`src/rtl/rr_sel_arbiter.sv`:
```
// Four-channel round-robin arbiter driving the select of a downstream 4:1 mux.
// Grants are held until done, requester withdrawal, or a HOLD_MAX-cycle forced release.
module rr_sel_arbiter #(
    parameter int unsigned HOLD_MAX = 15
) (
    input  logic       clk,
    input  logic       rst_n,
    input  logic [3:0] req,
    input  logic       done,
    output logic [1:0] sel,
    output logic [3:0] gnt,
    output logic       busy,
    output logic       timeout
);

    localparam int unsigned N_CH = 4;
    localparam int unsigned CW   = 2;
    localparam int unsigned HW   = 4;

    typedef enum logic {
        ST_IDLE  = 1'b0,
        ST_GRANT = 1'b1
    } state_t;

    state_t          r_state;
    state_t          w_state_nx;
    logic [CW-1:0]   r_ptr;
    logic [CW-1:0]   w_ptr_nx;
    logic [CW-1:0]   r_sel;
    logic [CW-1:0]   w_sel_nx;
    logic [N_CH-1:0] r_gnt;
    logic [N_CH-1:0] w_gnt_nx;
    logic            r_busy;
    logic            w_busy_nx;
    logic            r_timeout;
    logic            w_timeout_nx;
    logic [HW-1:0]   r_hold;
    logic [HW-1:0]   w_hold_nx;

    logic            w_found;
    logic [CW-1:0]   w_pick;
    logic [CW-1:0]   w_idx;
    logic            w_keep;
    logic            w_limit;
    logic            w_release;

    // Rotating priority search: scanning from the far end lets the nearest hit win.
    always_comb begin
        w_found = 1'b0;
        w_pick  = '0;
        w_idx   = '0;
        for (int i = N_CH - 1; i >= 0; i--) begin
            w_idx = r_ptr + CW'(i);
            if (req[w_idx]) begin
                w_found = 1'b1;
                w_pick  = w_idx;
            end
        end
    end

    assign w_keep    = req[r_sel];
    assign w_limit   = (r_hold == HW'(HOLD_MAX));
    assign w_release = done | ~w_keep | w_limit;

    // Next-state and registered-output values.
    always_comb begin
        w_state_nx   = r_state;
        w_ptr_nx     = r_ptr;
        w_sel_nx     = r_sel;
        w_gnt_nx     = r_gnt;
        w_busy_nx    = r_busy;
        w_timeout_nx = 1'b0;
        w_hold_nx    = r_hold;
        case (r_state)
            ST_IDLE: begin
                w_gnt_nx  = '0;
                w_busy_nx = 1'b0;
                w_hold_nx = '0;
                if (w_found) begin
                    w_state_nx = ST_GRANT;
                    w_sel_nx   = w_pick;
                    w_gnt_nx   = N_CH'(1) << w_pick;
                    w_busy_nx  = 1'b1;
                    w_hold_nx  = HW'(1);
                end
            end
            ST_GRANT: begin
                if (w_release) begin
                    w_state_nx   = ST_IDLE;
                    w_gnt_nx     = '0;
                    w_busy_nx    = 1'b0;
                    w_hold_nx    = '0;
                    w_ptr_nx     = CW'(r_sel + CW'(1));
                    // A forced release only counts as a timeout if nothing else ended the grant.
                    w_timeout_nx = w_limit & ~done & w_keep;
                end else begin
                    w_hold_nx = HW'(r_hold + HW'(1));
                end
            end
            default: begin
                w_state_nx = ST_IDLE;
                w_gnt_nx   = '0;
                w_busy_nx  = 1'b0;
                w_hold_nx  = '0;
            end
        endcase
    end

    always_ff @(posedge clk) begin
        if (!rst_n) begin
            r_state   <= ST_IDLE;
            r_ptr     <= '0;
            r_sel     <= '0;
            r_gnt     <= '0;
            r_busy    <= 1'b0;
            r_timeout <= 1'b0;
            r_hold    <= '0;
        end else begin
            r_state   <= w_state_nx;
            r_ptr     <= w_ptr_nx;
            r_sel     <= w_sel_nx;
            r_gnt     <= w_gnt_nx;
            r_busy    <= w_busy_nx;
            r_timeout <= w_timeout_nx;
            r_hold    <= w_hold_nx;
        end
    end

    assign sel     = r_sel;
    assign gnt     = r_gnt;
    assign busy    = r_busy;
    assign timeout = r_timeout;

endmodule

```
`config.mk`:
```
export PLATFORM = sky130hd
export DESIGN_NAME = rr_sel_arbiter
export DESIGN_NICKNAME = d
export VERILOG_FILES = /design/src/rtl/rr_sel_arbiter.sv
export SDC_FILE = /design/constraint.sdc
export NUM_CORES = 1
export LEC_CHECK = 0
export BUFFER_PORTS_ARGS = -buffer_cell sky130_fd_sc_hd__buf_4
export CORE_MARGIN = 1.5
export CORE_UTILIZATION = 55
export CTS_CLUSTER_DIAMETER = 60
export DETAILED_ROUTE_END_ITERATION = 12
export GPL_ROUTABILITY_DRIVEN = 0
export PLACE_DENSITY = 0.88
export SETUP_SLACK_MARGIN = 0.4
export SLEW_MARGIN = 20
export SYNTH_ARGS = -nofsm -noshare
export SYNTH_HDL_FRONTEND = slang
export SYNTH_SLANG_ARGS = --single-unit
```
`constraint.sdc`:
```
create_clock -name clk -period 2.85 [get_ports clk]
set_input_delay 0.57 -clock clk [delete_from_list [all_inputs] [get_ports clk]]
set_output_delay 0.57 -clock clk [all_outputs]
set_load 0.1 [all_outputs]
```
==> results.txt <==
----------------------------------------------------
[Outcome]
  Status ... finished clean

[Global route]
  Total congestion overflow ... 0
  Aggregate global-route resource usage ... 21.7%
  Global-route wire length before repair ... approximately 2200 µm
  Maximum number of pins on one net before global-route repair ... 10
  Number of antenna violations at the first check in global routing ... 0
  Via count of the first global-routing pass ... 528

[STA]
  Final worst hold slack ... 0.465 ns
  Remaining max-slew budget at the tightest pin ... 71.6%
  FMAX ... 0.607 GHz
  RSZ-0062 raised after global routing ... false
  Setup violators final ... 0
  Ratio of final minimum period to clock period ... between 50% and 60%
  Pin slew with the least headroom to its limit ... 0.422 ns
  Min setup slack post-route ... 1.20 ns
  Final hold vios ... 0
  Sum of negative setup slack ... 0 ns
  Final worst clock skew ... roughly 0.0020 ns
  Number of slew-limit violations in the final report ... 0
  Period minus WS final ... 1.65 ns

[Worst setup path]
  Cell family with the largest share of critical-path delay ... flip-flops
  Crit-path max cell delay ... between 0.4 and 0.5 ns
  Worst setup SP type ... flop
  Count of buffer and inverter cells on the critical path ... 1
  Startpoint of the most critical register-to-register path ... r_ptr[1]
  Standard cell with the maximum stage delay on the critical path ... dfxtp_1
  Critical setup path kind ... flop to output port
  Setup slack of the worst register-to-register path ... 1.35 ns
  Cells along the critical path ... buf_4
  Capture point of the worst reg-to-reg path ... gnt[0]
  CP required ... 2.28 ns
  Maximum fanout encountered on the critical timing path ... 5
  Length in cells of the worst reg-to-reg path ... 4
  Category of the worst setup path capture point ... output port
  CP Data Arrival Time ... about 1.1 ns

[Synth]
  Gate Count Post-Synth ... 79
  Post-synthesis async set-or-reset flop share ... 0%
  Total of flip-flops plus latches after synthesis ... 15
  Top FF cell, synth ... dfxtp_1
  Syn Std Cell Area ... between 700 and 800 µm²
  Leading post-synthesis cells by instance count ... dfxtp_1 (15), inv_1 (7), nor2_1 (7)
  Post-synth top area cell ... dfxtp_1
  Cell with the most instances after synthesis ... dfxtp_1
  Leading post-synthesis cells by cell area ... dfxtp_1 (42%), a21oi_1 (4.2%), nand3_1 (4.2%), inv_1 (3.7%), nor2_1 (3.7%)
  Synth top area share ... 41.8%
  Yosys warning total ... 0
  Unique cell type count in the Yosys netlist ... 29
  Post-Syn Nets ... 87
  Mean instance size in the synthesized netlist ... 9.09 µm²
  Number of enable-type register cells in the synthesized netlist ... 0
  Sequential share of the synthesized area ... a little over two fifths

[Job]
  Max-cap check violation count ... 0

[Placed design]
  Number of input and output port buffers inserted ... 14
  Post-Place Worst Slack ... 1.19 ns
  Half-perimeter wire length of the detailed placement result ... 1050 µm

[Floorplanning]
  Floorplan die area ... 1530 µm²
  Count of standard-cell rows ... 12
  Number of top-level pins ... 15
  Horizontal extent of the die ... 39.1 µm
  Initial standard-cell utilization of the core ... 62.1%
  Chip height ... 39.1 µm
  Floorplan core area ... 1160 µm²

[Clocking]
  TritonCTS Sinks ... 15
  Clock buffers created by TritonCTS ... 3
  Max Buffers Root-to-Sink ... 2
  Clock edge transition at the registers on the reported setup and hold paths ... 0.09 ns
  Resize count post-CTS ... 0
  Clock tree root driver cell ... clkbuf_4
  Number of setup buffers added after CTS ... 0
  Clock latency reported for the late side of the worst-skew pair ... 0.29 ns
  CTS tree ... done
  Cts-stage hold buffer count ... 0
  Deepest level of the CTS H-tree ... 1

[Drt]
  Number of antenna-violating nets in the routed design ... 0
  Iteration count of the initial detailed-routing pass ... 4
  Final wirelength ... about 1400 µm
  Number of vias per cell after detailed routing ... about 5.6
  Average detailed-routed wire length per instance ... 12.7 µm
  Number of design-rule violations left by the first detailed-router iteration ... 22
  Total vias in the final route ... approximately 600
  Detailed-route DRC error count ... 0

[Worst hold path]
  End point of the most critical hold path ... gnt[1]
  Worst hold stages ... 2
  HP Start ... gnt[1]
  Kind of path behind the tightest hold check ... flop to flop

[Layout]
  Diodes inserted ... 0
  Final #Nets ... 104
  Area growth, synth to finish ... 17.8%
  Layout cells sized above 1 ... 25.3%

[Pwr]
  Total leakage power ... 0.352 nW
  VDD IR max ... around 0.00038 V
  Total power per unit cell area ... a little over 600 nW/µm²

----------------------------------------------------
[cell type report]
cell class	instances	area, µm²
sequential	15	300
tap	14	17.5
multi-input combinational	55	369
clock buffer	3	22.5
inverter	7	26.3
timing repair buffer	14	105
clock inverter	1	5.00
fill	94	310
[flip-flops by register name, indices dropped and copies added, names as in the netlist]
register and count:
r_hold 4, gnt 4, r_ptr 2, sel 2, r_state 1, timeout 1, busy 1
[per-stage QoR]
step                cell area [µm²]  power, mW  std cells  utilization, %
global route                    846      0.542        109            73.2
floorplan                       718      0.372         79               -
CTS                             846      0.525        109            73.2
detailed placement              818      0.402        105            70.8
global placement                818      0.399        105            70.8
finish                          846      0.523        109            73.2
[logic make-up (layout without fill, tap and decap cells)]
logic type | after synthesis | in the layout | share of synthesized area [%]
compound gates | 24 | 24 | 26.1
flops | 15 | 15 | 41.8
buf+inv | 9 | 25 | 6.79
mux | 3 | 3 | 4.36
fa+ha+maj | 1 | 1 | 1.74
simple gates | 24 | 24 | 15.5
xor+xnor | 3 | 3 | 3.66
[power breakdown]
group	leakage (nW)	switching, mW	internal [mW]	total [mW]
Clock	0.0177	0.0736	0.0523	0.126
Combinational	0.211	0.105	0.0484	0.153
Sequential	0.123	0.0189	0.225	0.244
Total	0.352	0.197	0.326	0.523
[worst reg2reg max path, stage by stage (launching register included)]
cell and delay (ns):
dfxtp_1 0.47, mux2i_1 0.21, nor2_1 0.05, a311o_1 0.39
a32o_2 0.28
[worst max-delay path by stage]
stage	start	end	slack [ns]	cells past startpoint
floorplan	sel[1]	gnt[0]	0.85	4
global placement	req[2]	gnt[0]	1.20	5
detailed placement	req[2]	gnt[0]	1.19	5
CTS	sel[1]	sel[1]	1.21	1
global route	sel[0]	sel[0]	1.17	1
finish	sel[1]	sel[1]	1.20	1
[metal layers]
| metal | global-route usage, % | share of wire (%) | vias up |
|---|---|---|---|
| met5 | 0 | 0 | - |
| met4 | 10.3 | 1.7 | 0 |
| met3 | 5.78 | 3.5 | 2 |
| met2 | 34.6 | 47 | 12 |
| met1 | 26.6 | 47 | 272 |
| li1 | - | - | 320 |
[placed cells by master, fill, tap and decap left out, drive strengths merged, types with 2 or more instances in the layout]
cell type / instances
o32ai: 2
xnor2: 2
a21oi: 6
a32o: 2
nand2b: 3
nor2: 7
mux2i: 2
o21ai: 3
o22ai: 2
inv: 7
clkbuf: 3
buf: 14
dfxtp: 15
nand2: 5
nand3: 6
Note: power is estimated with default switching activity, not from simulation.
